**src/rtl/rf_wb_arbiter.sv**
```systemverilog
// rf_wb_arbiter: round-robin share of the single regfile write port among
// NREQ writeback requesters, with a registered write stage and a busy
// scoreboard for RAW hazard checks at issue.
//
// Ports:
//   CLK, nRST                   clock, async active-low reset
//   req_valid/req_sel/req_data  per-requester write request (packed)
//   req_ready                   one-hot grant, combinational from req_valid
//   WEN/wsel/wdata              registered regfile write port
//   rsv_valid/rsv_sel           destination reservation from issue
//   chk_sel1/2, chk_busy1/2     combinational scoreboard lookups
//   pending_cnt                 registered count of busy registers

module rf_wb_arbiter #(
    parameter int NREQ   = 3,
    parameter int WORD_W = 32,
    parameter int NREGS  = 32
) (
    input  logic                   CLK,
    input  logic                   nRST,
    input  logic [NREQ-1:0]        req_valid,
    input  logic [NREQ*5-1:0]      req_sel,
    input  logic [NREQ*WORD_W-1:0] req_data,
    output logic [NREQ-1:0]        req_ready,
    output logic                   WEN,
    output logic [4:0]             wsel,
    output logic [WORD_W-1:0]      wdata,
    input  logic                   rsv_valid,
    input  logic [4:0]             rsv_sel,
    input  logic [4:0]             chk_sel1,
    input  logic [4:0]             chk_sel2,
    output logic                   chk_busy1,
    output logic                   chk_busy2,
    output logic [5:0]             pending_cnt
);

    localparam int PW = $clog2(NREQ);

    logic [PW-1:0]     ptr;
    logic [PW-1:0]     gnt_idx;
    logic [PW-1:0]     idx;
    logic              found;
    logic [4:0]        g_sel;
    logic [WORD_W-1:0] g_data;
    logic [NREGS-1:0]  busy;
    logic [NREGS-1:0]  busy_nx;
    logic [5:0]        cnt_nx;

    // Search starts one past the last winner, so the last winner
    // has lowest priority next time.
    always_comb begin
        req_ready = '0;
        gnt_idx   = ptr;
        found     = 1'b0;
        idx       = '0;
        for (int k = 1; k <= NREQ; k++) begin
            idx = PW'((int'(ptr) + k) % NREQ);
            if (!found && req_valid[idx]) begin
                found          = 1'b1;
                gnt_idx        = idx;
                req_ready[idx] = 1'b1;
            end
        end
    end

    assign g_sel  = req_sel[int'(gnt_idx)*5 +: 5];
    assign g_data = req_data[int'(gnt_idx)*WORD_W +: WORD_W];

    always_ff @(posedge CLK or negedge nRST) begin
        if (!nRST) begin
            ptr   <= PW'(NREQ - 1);
            WEN   <= 1'b0;
            wsel  <= '0;
            wdata <= '0;
        end else if (found) begin
            ptr   <= gnt_idx;
            // r0 writes complete the handshake but never reach the regfile
            WEN   <= (g_sel != 5'd0);
            wsel  <= g_sel;
            wdata <= g_data;
        end else begin
            WEN <= 1'b0;
        end
    end

    // Set is applied after clear so a same-cycle re-reservation wins.
    always_comb begin
        busy_nx = busy;
        if (WEN) begin
            busy_nx[wsel] = 1'b0;
        end
        if (rsv_valid && rsv_sel != 5'd0) begin
            busy_nx[rsv_sel] = 1'b1;
        end
        busy_nx[0] = 1'b0;
        cnt_nx = '0;
        for (int i = 0; i < NREGS; i++) begin
            cnt_nx = cnt_nx + 6'(busy_nx[i]);
        end
    end

    always_ff @(posedge CLK or negedge nRST) begin
        if (!nRST) begin
            busy        <= '0;
            pending_cnt <= '0;
        end else begin
            busy        <= busy_nx;
            pending_cnt <= cnt_nx;
        end
    end

    assign chk_busy1 = busy[chk_sel1];
    assign chk_busy2 = busy[chk_sel2];

endmodule
```
**config.mk**
```make
export PLATFORM = sky130hd
export DESIGN_NAME = rf_wb_arbiter
export DESIGN_NICKNAME = d
export VERILOG_FILES = /design/src/rtl/rf_wb_arbiter.sv
export SDC_FILE = /design/constraint.sdc
export NUM_CORES = 1
export LEC_CHECK = 0
export ABC_CLOCK_PERIOD_IN_PS = 5500
export BUFFER_PORTS_ARGS = -buffer_cell sky130_fd_sc_hd__buf_2
export CORE_UTILIZATION = 40
export CTS_BUF_LIST = sky130_fd_sc_hd__clkbuf_4 sky130_fd_sc_hd__clkbuf_8 sky130_fd_sc_hd__clkbuf_16
export CTS_CLUSTER_DIAMETER = 60
export DETAILED_ROUTE_END_ITERATION = 7
export GPL_TIMING_DRIVEN = 0
export PLACE_DENSITY_LB_ADDON = 0.08
export SLEW_MARGIN = 20
export SYNTH_ARGS = -nofsm -noshare
export SYNTH_HDL_FRONTEND = slang
export SYNTH_SLANG_ARGS = --single-unit
```
**constraint.sdc**
```tcl
create_clock -name CLK -period 5.5 [get_ports CLK]
set_input_delay 1.1 -clock CLK [delete_from_list [all_inputs] [get_ports CLK]]
set_output_delay 1.1 -clock CLK [all_outputs]
set_load 0.05 [all_outputs]
```
Yosys cells after proc, flatten, opt, wreduce, memory -nomap -nowiden --
Cells that the tools add are included. Widths: inputs -> output; s select.
Operators by class: reduce and logical (&&, ||, !) cells 12, add/subtract/negate cells 33, shift-type cells 2, $mul 1, magnitude comparators 12, divide/modulo/power cells 3, bitwise operators 5, multiplexer cells 32
Operators with widths (number):
- $add 6x1->6 | 25
- $mod 32x3->32 const B | 3
- $shiftx 96x8->32 | 1
- $mux 32 | 2
- $and 32x32->32 | 1
- $not 32->32 | 1
- $or 32x32->32 | 1
- $lt 5x6->1 const B | 4
- $shiftx 15x6->5 | 1
- $mux 1 | 14
- $bmux 1 s5 | 2
- $demux 1 s5 | 2
- $ge 5x1->1 const B | 2
- $reduce_bool 5->1 | 2
- $lt 2x3->1 const B | 3
- $mux 3 | 3
- $logic_and 1x1->1 | 8
- $add 2x2->3 const B | 2
- $add 5x1->6 | 1
- $bmux 1 s2 | 3
- $demux 1 s2 | 3
- $ge 2x1->1 const B | 3
- $mux 2 | 3
- $or 3x3->3 | 2
- 7 further kinds | 8
Word-level totals: word-level logic and storage cells 106, output and inout port bits 49, register bits 77, input bits 132

Logic depth before layout (Yosys ltp) --
Gate-level depths: netlist of the first run.
word-level depth 39, mapped depth 21, mapped depth without buffers 20

Least setup slack after synthesis of the first run --
OpenSTA, ideal clock, no wires.
kind input to register, start in rsv_sel[1], end reg pending_cnt[4], stages 17, path slack -952 ps, buffers on the path 1, setup time 80 ps, arrival time 6372 ps, required time 5420 ps, cells stage by stage or3b_2 -> clkbuf_1 -> o21a_1 -> fa_1 -> inv_1 -> fa_1 -> inv_1 -> fa_1 -> fa_1 -> fa_1 -> inv_1 -> fa_1 -> fa_1 -> fa_1 -> a21o_1 -> a21oi_1 -> xnor2_1
Between the ends: longest elaborated chain between the ends 36, elaborated cells between the ends (all ways) 39, classes of those cells 30 x add/sub; 2 x order compare; 3 x mux; 1 x bitwise; 3 x reduce/logical
RTL lines:
- from (decl) | RTL line 29 | input logic [4:0] rsv_sel,
- $lt 5x6->1 (not written as such) / $ge 5x1->1 (equally long branches) | RTL line 93 | busy_nx[rsv_sel] = 1'b1;
- $logic_and 1x1->1 (not written as such) | RTL line 93
- $mux 1 (not written as such) | RTL line 93
- $demux 1 s5 | RTL line 93
- $or 32x32->32 (no line)
- $mux 32 * | RTL line 92 | if (rsv_valid && rsv_sel != 5'd0) begin
- $add 1x1->2 | RTL line 98 | cnt_nx = cnt_nx + 6'(busy_nx[i]);
- $add 2x1->3 | RTL line 98
- $add 3x1->4 | RTL line 98
- $add 4x1->5 | RTL line 98
- $add 5x1->6 | RTL line 98
- $add 6x1->6 (24 in a row) | RTL line 98
- $add 6x1->6 * | RTL line 98
- net cnt_nx[4] | RTL line 47 | logic [5:0] cnt_nx;
- to (signal assigned) | RTL line 108 | pending_cnt <= cnt_nx;
- to (decl) | RTL line 34 | output logic [5:0] pending_cnt
The timed path passes the listed nets; every way through them passes the cells marked *. A chain may end at the register's enable or synchronous reset.

Worst setup path in the final report of the first run --
Same ends and word-level chain as after synthesis.

==> impl_results.md, run 1 <==
- Row cnt: 41
- HP Class: reg -> reg
- Mean Syn Cell Area: 9.70 sq um
- Mapped Cells: 545
- Remaining DRCs: 0
- Post-synthesis simple-gate area fraction: 0.113
- Period minus WS final: 5890 ps
- Die Area: 13,700 sq um
- CP most frequent cell: fa_1
- Async set-reset flop share out of synthesis: 1.00
- Synth Flop Type: dfrtp_1
- Worst Path Max Fanout: 7
- Slew headroom: 0.489
- Worst path slowest cell: fa_1
- First-pass GRT wire length: 24,500 um
- Syn Nets: 711
- CTS Buffer Depth: 2
- Clock Latency Late Sink: 340 ps
- CTS H-tree lvls: 3
- Total GRT Usage: 0.239
- Compound-gate portion of the synthesized area: 0.179
- Number of DRC markers in iteration 0: 270
- Initial Util: 0.414
- Worst Skew: 6.77 ps
- Crit-path max cell delay: 520 ps
- Total number of vias: 4,809
- Seq/Total Area, Yosys: 0.365
- I/O Pins: 181
- Yosys reg bits: 77
- Slew Limit Fails: 0
- FF/Latch Area: 1930 sq um
- Synth top area cells: dfrtp_1 (36%), fa_1 (8.7%), mux4_2 (7.7%), mux2i_1 (7.4%), a21oi_1 (7.2%)
- Post-Synth XOR/XNOR Area: 0.00497
- Unrepaired setup endpoints after global routing: yes
- Worst Path Buf+Inv: 4
- Drt via density: 5.28
- Setup slack, reg-to-reg: -310 ps
- Final Util: 0.535
- Cts bufs inserted: 9
- Clock root buffer: clkbuf_16
- Syn. warnings: 0
- CTS sink count: 77
- Post-Synth Adder-Cell Area: 0.115
- Main combinational cell family by area after synthesis: compound AO/OA/AOI/OAI gates
- Vias in the first global route: 4,994
- # nets final: 900
- Antenna Nets Post-Route: 0
- Yosys cell types: 46
- Synth area leader: dfrtp_1
- GPL Wtd Cong: 0.880
- Clock transition at path regs: 60 ps
- Critical Path Start Type: input pin
- Worst setup EP type: flip-flop
- Hold buffers post-CTS: 0
- Area of the multi-input gates: 3080 sq um
- Final WS setup: -385 ps
- Antenna cells: 0
- Hold slack: 525 ps
- Fin. Hold Viols: 0
- Antenna violations before repair: 0
- Worst EP required: 5760 ps
- Fin crit share: 1.07
- Critical-path cell list: buf_6 -> or3b_4 -> o21a_1 -> fa_1 -> inv_2 -> fa_1 -> inv_1 -> fa_1 -> fa_1 -> fa_1 -> inv_2 -> fa_2 -> fa_2 -> fa_2 -> a21o_1 -> a21oi_2 -> xnor2_1
- Layout cell share with drive strength beyond 1: 0.363
- FMAX: 170 MHz
- Post-synth top area share: 0.360
- Crit path DAT: 6140 ps
- Top Family by Delay on Critical Path: adder cells
- Failing checks: setup timing
- Largest net degree at the start of global routing: 55
- DRT Wirelength: 15,400 um
- Status: complete, but fails checks
- Mapped Area: 5290 sq um
- PortBufs: 174
- Final setup fails: 5
- Max-cap violations: 0
- Mux cell area share after synthesis: 0.161
- Area growth syn-to-layout: 29.2%
- HPWL after detailed placement: 11,900 um
- Fill cell count: 1,231
- Die Y: 117 um
- EDFF count, synth: 0
- CTS tree: yes
- DR pass1 iterations: 4
- Pin slew with the least headroom to its limit: 767 ps
- Core box area: 12,800 sq um
- Die width: 117 um
- Crit Path Category: in -> reg
- Drt wl/cell: 17.0 um
- Total gr overflow: 0
- Pre-CTS WS: -1190 ps
sequential cells by signal, summed over array words and instances, names as in the netlist:
| name | count |
|---|---|
| ptr | 2 |
| wsel | 5 |
| busy | 31 |
| wdata | 32 |
| WEN | 1 |
| pending_cnt | 6 |
worst min-delay path, stage by stage, from the launching register on:
cell and delay (ps):
dfrtp_1 340, nor2_1 50, a21oi_1 100
repair_timing:
item | 4_1_cts | 5_1_grt
setup buffers | 6 | 1
endpoints found under the setup margin | 6 | 5
gates resized for setup | 19 | 7
pin swaps | 6 | 1
path summary, 6_finish.rpt:
| check | to | startpoint | depth (start not counted) |
|---|---|---|---|
| max in group asynchronous | ptr[1] | nRST | 2 |
| setup reg to reg | pending_cnt[4] | wsel[3] | 16 |
| min in group asynchronous | wdata[4] | nRST | 1 |
| setup / recovery | pending_cnt[4] | rsv_sel[1] | 17 |
| hold / removal | wdata[29] | wdata[29] | 2 |
| hold reg to reg | wdata[29] | wdata[29] | 2 |
kinds of logic (layout without fill, tap and decap cells):
kind of cell	after synthesis	after routing
compound gates	169	169
flops	77	77
buf+inv	74	268
fa+ha+maj	35	35
simple gates	125	125
xor+xnor	3	3
mux	62	62
area by class of cell:
| cell class | instances | share of cell area |
|---|---|---|
| sequential | 77 | 0.283 |
| inverter | 39 | 0.0214 |
| clock buffer | 12 | 0.0372 |
| multi-input combinational | 394 | 0.451 |
| buffer | 31 | 0.0245 |
| timing repair buffer | 182 | 0.144 |
| tap | 172 | 0.0315 |
| clock inverter | 4 | 0.00696 |
cells in the final DEF, fill, tap and decap left out, types with 4 or more instances in the layout:
cell type / instances
mux4_2: 18
a21oi_1: 74
mux2_2: 5
mux2i_1: 39
nand3_1: 5
o21ai_1: 6
fa_1: 20
nand2_1: 13
clkbuf_16: 9
buf_2: 179
o21ai_2: 7
a2bb2oi_1: 4
nand3b_1: 11
dfrtp_1: 73
ha_1: 11
inv_1: 37
buf_6: 8
buf_4: 12
nor2_1: 75
o21ai_0: 54
clkbuf_1: 11
o21a_1: 7
cell usage after synthesis, types with 7 or more instances:
| master | count |
|---|---|
| a21oi_1 | 76 |
| buf_2 | 11 |
| clkbuf_1 | 15 |
| dfrtp_1 | 76 |
| fa_1 | 23 |
| ha_1 | 11 |
| inv_1 | 39 |
| mux2i_1 | 39 |
| mux4_2 | 18 |
| nand2_1 | 13 |
| nand3b_1 | 11 |
| nor2_1 | 75 |
| o21a_1 | 7 |
| o21ai_0 | 65 |
metrics by stage:
step / std cells / cell area (sq um) / setup TNS, ps
final: 911 / 6830 / -1250
after global routing: 911 / 6830 / -1950
after CTS: 910 / 6810 / -1400
after detailed placement: 892 / 6440 / -5230
after global placement: 891 / 6410 / -5150
after floorplan: 545 / 5320 / -1480
metal layers:
| metal | track usage | share of wire | vias up |
|---|---|---|---|
| li1 | - | - | 2288 |
| met1 | 0.306 | 0.42 | 2309 |
| met2 | 0.411 | 0.49 | 185 |
| met3 | 0.0494 | 0.073 | 27 |
| met4 | 0.0684 | 0.018 | 0 |
| met5 | 0 | 0 | - |
Power of run 1 is not shown: default switching activity piles up to over one toggle a cycle in this logic, so the estimate is an artifact.
==> run 2: changes to the inputs <==
--- a/config.mk
+++ b/config.mk
@@ -12,7 +12,7 @@
 export CTS_CLUSTER_DIAMETER = 60
 export DETAILED_ROUTE_END_ITERATION = 7
 export GPL_TIMING_DRIVEN = 0
-export PLACE_DENSITY_LB_ADDON = 0.08
+export PLACE_DENSITY = 0.69
 export SLEW_MARGIN = 20
 export SYNTH_ARGS = -nofsm -noshare
 export SYNTH_HDL_FRONTEND = slang
==> impl_results.md, run 2 (same netlist as run 1, synthesis figures left out) <==
- Final setup fails: 5 (unchanged)
- DR pass1 iterations: 5 (+1)
- Antenna cells: 0 (unchanged)
- Cts bufs inserted: 9 (unchanged)
- GPL Wtd Cong: 0.890 (+1.1%)
- Layout cell share with drive strength beyond 1: 0.362 (-0.000979)
- Remaining DRCs: 0 (unchanged)
- Global Route met2 Usage: 0.419 (+0.00789)
- Total number of vias: 4,934 (+2.6%)
- Hold buffers post-CTS: 0 (unchanged)
- Final instance area: 6890 sq um (+0.82%)
- Worst Skew: 7.68 ps (+0.909 ps)
- I/O Pins: 181 (unchanged)
- Drt wl/cell: 17.4 um (+2.6%)
- Met3 usage: 0.0396 (-0.00978)
- Most used routing layer in global routing: met2
- Worst setup EP type: flip-flop
- Met1 usage: 0.315 (+0.00909)
- Largest net degree at the start of global routing: 41 (-25%)
- Leading cell type in the layout, fill and taps excluded: buf_2
- HPWL after detailed placement: 12,200 um (+3.0%)
- CTS sink count: 77 (unchanged)
- Die width: 117 um (unchanged)
- Fin. Hold Viols: 0 (unchanged)
- Worst EP required: 5760 ps (about the same)
- Clock root buffer: clkbuf_16
- Vias in the first global route: 4,941 (-1.1%)
- Failing checks: setup timing
- Biggest registers after layout: wdata (32), busy (31), pending_cnt (6)
- Antenna violations before repair: 0 (unchanged)
- Core box area: 12,800 sq um (unchanged)
- Area growth syn-to-layout: 30.3%
- FF/Latch Area: 1930 sq um (-0.13%)
- Die Area: 13,700 sq um (unchanged)
- # nets final: 902 (+0.22%)
- Most frequent cells in the layout: buf_2 (178), dfrtp_1 (75), nor2_1 (75)
- Final WS setup: -421 ps (-35.7 ps)
- First-pass GRT wire length: 25,200 um (+2.9%)
- Period minus WS final: 5920 ps (+35.7 ps)
- Area of the multi-input gates: 3100 sq um (+0.53%)
- PortBufs: 174 (unchanged)
- Antenna Nets Post-Route: 0 (unchanged)
- Row cnt: 41 (unchanged)
- Total GRT Usage: 0.246 (+0.00670)
- Largest reg by FF count: wdata
- Clock transition at path regs: 60 ps (about the same)
- Die Y: 117 um (unchanged)
- Hold slack: 526 ps (+0.767 ps)
- Status: complete, but fails checks
- Total gr overflow: 0 (unchanged)
- Critical Path Start Type: flip-flop
- CTS Buffer Depth: 2 (unchanged)
- Pre-CTS WS: -1170 ps (+12.5 ps)
- Pin slew with the least headroom to its limit: 739 ps (-28.0 ps)
- Slew headroom: 0.508 (+0.0186)
- Crit Path Category: reg -> reg
- Unrepaired setup endpoints after global routing: yes
- FMAX: 169 MHz (-0.60%)
- Max-cap violations: 0 (unchanged)
- Max reg flops: 32 (unchanged)
- Worst Path Max Fanout: 10 (+3)
- Area of placed instances: 6430 sq um (-0.12%)
- Fill cell count: 1,135 (-7.8%)
- Slew Limit Fails: 0 (unchanged)
- HP Class: reg -> reg
- Final Util: 0.539 (+0.00441)
- Crit path DAT: 6180 ps (+40 ps)
- Fin crit share: 1.08 (+0.00648)
- Clock Latency Late Sink: 340 ps (about the same)
- Initial Util: 0.414 (unchanged)
- Drt via density: 5.40 (+2.4%)
- Number of DRC markers in iteration 0: 313 (+16%)
- CTS H-tree lvls: 3 (unchanged)
- CTS tree: yes
- DRT Wirelength: 15,900 um (+2.9%)
run 2: cell types whose count changed in the layout (fill, tap and decap cells not counted), sizes merged:
cell / previous run / this run
buf: 202 / 204
bufinv: 1 / 2
clkinvlp: 1 / 0
run 2: final cells by class:
cell class,instances,area share
multi-input cells,394,0.450
flip-flops and latches,77,0.280
repair buffers,184,0.145
clock buffers,12,0.0378
well taps,172,0.0312
plain buffers,31,0.0243
inverters,39,0.0213
clock inverters,4,0.0102
run 2: per-layer routing:
metal,part of all wire,vias to the layer above
met2,0.50,186
li1,-,2302
met5,0,-
met4,0.020,0
met1,0.42,2416
met3,0.059,30
run 2: repair_timing:
| action | CTS | global route |
|---|---|---|
| pin swaps | 11 | 3 |
| endpoints found under the setup margin | 6 | 5 |
| buffers inserted | 8 | 2 |
| gates resized for setup | 22 | 10 |
run 2: stage by stage:
step	TNS [ps]	instances
after global routing	-2040	913
after global placement	-4620	891
after CTS	-1480	912
after floorplan	-1480	545
final	-1410	913
after detailed placement	-5230	892
run 2: critical path: stages (launching register included):
cell     delay [ps]
dfrtp_1         530
or3b_2          550
o21ai_0         240
o21ai_2         110
fa_1            560
inv_1            90
fa_1            570
fa_1            460
fa_1            490
fa_1            510
inv_2            40
fa_1            490
fa_2            410
fa_2            360
a21o_1          170
a21oi_2         130
xnor2_1         130
run 2: worst paths after layout:
check / start / endpoint / slack, ps / cells past startpoint
min in group asynchronous: nRST / busy[8] / 750 / 1
min reg2reg: wdata[10] / wdata[10] / 530 / 2
max in group asynchronous: nRST / ptr[1] / 4090 / 2
max: wsel[2] / pending_cnt[4] / -420 / 16
max reg2reg: wsel[2] / pending_cnt[4] / -420 / 16
min: wdata[10] / wdata[10] / 530 / 2
Power of run 2 is left out for the same reason.
==> run 3: changes to the inputs <==
--- a/config.mk
+++ b/config.mk
@@ -7,12 +7,12 @@
 export LEC_CHECK = 0
 export ABC_CLOCK_PERIOD_IN_PS = 5500
 export BUFFER_PORTS_ARGS = -buffer_cell sky130_fd_sc_hd__buf_2
-export CORE_UTILIZATION = 40
+export CORE_UTILIZATION = 46
 export CTS_BUF_LIST = sky130_fd_sc_hd__clkbuf_4 sky130_fd_sc_hd__clkbuf_8 sky130_fd_sc_hd__clkbuf_16
 export CTS_CLUSTER_DIAMETER = 60
 export DETAILED_ROUTE_END_ITERATION = 7
 export GPL_TIMING_DRIVEN = 0
-export PLACE_DENSITY = 0.69
+export PLACE_DENSITY = 0.77
 export SLEW_MARGIN = 20
 export SYNTH_ARGS = -nofsm -noshare
 export SYNTH_HDL_FRONTEND = slang
==> impl_results.md, run 3 (same netlist as run 1, synthesis figures left out) <==
- Period minus WS final: 6020 ps (+97.3 ps)
- Cts bufs inserted: 9 (unchanged)
- Drt wl/cell: 18.2 um (+4.5%)
- Pin slew with the least headroom to its limit: 793 ps (+54.2 ps)
- DR pass1 iterations: 5 (unchanged)
- CTS H-tree lvls: 3 (unchanged)
- Clock root buffer: clkbuf_16
- Largest reg by FF count: wdata
- Crit path to: pending_cnt[4]
- Max-cap violations: 0 (unchanged)
- Fin. Hold Viols: 0 (unchanged)
- CTS tree: yes
- Biggest registers after layout: wdata (32), busy (31), pending_cnt (6)
- Final setup fails: 5 (unchanged)
- Worst-case reg-to-reg path depth: 16 (unchanged)
- Number of DRC markers in iteration 0: 515 (+65%)
- Hold buffers post-CTS: 0 (unchanged)
- Max reg flops: 32 (unchanged)
- Initial Util: 0.479 (+0.0654)
- Total gr overflow: 0 (unchanged)
- Worst EP required: 5750 ps (about the same)
- Drt via density: 5.80 (+7.3%)
- Hold slack: 527 ps (+1.00 ps)
- Worst Path Max Fanout: 5 (-5)
- Vias in the first global route: 5,060 (+2.4%)
- Slew headroom: 0.471 (-0.0361)
- CTS Buffer Depth: 2 (unchanged)
- Worst Skew: 5.60 ps (-2.07 ps)
- Total GRT Usage: 0.277 (+0.0316)
- Antenna cells: 0 (unchanged)
- Core box area: 11,000 sq um (-14%)
- CTS sink count: 77 (unchanged)
- FF-to-FF End: pending_cnt[4]
- Critical Path Start Type: input pin
- Slew Limit Fails: 0 (unchanged)
- Largest net degree at the start of global routing: 43 (+4.9%)
- Clock transition at path regs: 60 ps (about the same)
- Worst reg2reg startpoint: wsel[4]
- Crit Path Category: in -> reg
- Unrepaired setup endpoints after global routing: yes
- Crit path DAT: 6260 ps (+80 ps)
- Die Y: 109 um (-6.6%)
- # nets final: 902 (unchanged)
- Area growth syn-to-layout: 29.1%
- Final WS setup: -518 ps (-97.3 ps)
- Failing checks: setup timing
- Setup slack, reg-to-reg: -400 ps (+20 ps)
- Crit path from: rsv_sel[3]
- First-pass GRT wire length: 25,000 um (-0.98%)
- I/O Pins: 181 (unchanged)
- FMAX: 166 MHz (-1.6%)
- Fin crit share: 1.09 (+0.0177)
- Worst setup EP type: flip-flop
- Total number of vias: 5,107 (+3.5%)
- Layout cell share with drive strength beyond 1: 0.362 (unchanged)
- GPL Wtd Cong: 0.945 (+6.2%)
- Status: complete, but fails checks
- Most frequent cells in the layout: buf_2 (178), dfrtp_1 (76), nor2_1 (75)
- Antenna violations before repair: 0 (unchanged)
- Remaining DRCs: 0 (unchanged)
- Antenna Nets Post-Route: 0 (unchanged)
- Leading cell type in the layout, fill and taps excluded: buf_2
- HP Class: reg -> reg
- HPWL after detailed placement: 12,000 um (-1.8%)
- Clock Latency Late Sink: 330 ps (about the same)
- Setup TNS: -1550 ps (-143 ps)
- PortBufs: 174 (unchanged)
- Die width: 109 um (-6.6%)
- Die Area: 11,900 sq um (-13%)
- Row cnt: 38 (-7.3%)
- DRT Wirelength: 16,000 um (+0.88%)
-- run 3: changes by cell type in the layout (fill, tap and decap cells not counted), sizes merged --
| cell | previous run | this run |
|---|---|---|
| clkbuf | 23 | 22 |
| clkinv | 2 | 4 |
| bufinv | 2 | 1 |
-- run 3: per-stage QoR --
stage / utilization / area, sq um / std cells / setup WS (ps)
after floorplan: - / 5320 / 545 / -498
after global placement: 0.577 / 6370 / 859 / -995
after detailed placement: 0.580 / 6390 / 860 / -1110
after CTS: 0.618 / 6820 / 882 / -542
after global routing: 0.619 / 6830 / 881 / -611
final: 0.619 / 6830 / 881 / -518
-- run 3: repair_timing --
action / CTS / global route
pin swaps: 15 / 4
buffers inserted: 8 / 1
setup endpoints to repair: 6 / 6
resized for setup: 28 / 4
-- run 3: area by class of cell --
type / count / area (sq um)
tap: 140 / 175
buffer: 31 / 168
inverter: 39 / 146
clock inverter: 5 / 50.0
clock buffer: 11 / 246
timing repair buffer: 184 / 1010
fill: 906 / 4200
multi-input combinational: 394 / 3110
sequential: 77 / 1930
-- run 3: how the worst min path moves through the flow --
| stage | startpoint | endpoint | cells past startpoint |
|---|---|---|---|
| global route | wdata[25] | wdata[25] | 2 |
| global placement | wdata[2] | wdata[2] | 2 |
| floorplan | busy[21] | busy[21] | 2 |
| detailed placement | wdata[25] | wdata[25] | 2 |
| finish | wdata[12] | wdata[12] | 2 |
| CTS | wdata[21] | wdata[21] | 2 |
-- run 3: per-layer routing --
metal | global-route usage | vias to the layer above | share of wire
li1 | - | 2294 | -
met1 | 0.338 | 2482 | 0.40
met2 | 0.473 | 276 | 0.50
met3 | 0.0616 | 55 | 0.072
met4 | 0.120 | 0 | 0.030
met5 | 0 | - | 0
-- run 3: critical path, stage by stage --
cell and delay [ps]:
buf_12 110, or3_4 400, o21a_1 210, fa_1 580, inv_2 50, fa_1 490
inv_2 50, fa_1 510, fa_1 510, fa_1 490, inv_1 60, fa_1 480
fa_2 400, fa_2 370, a21o_1 170, a21oi_2 120, xnor2_1 140
Power of run 3 is left out for the same reason.
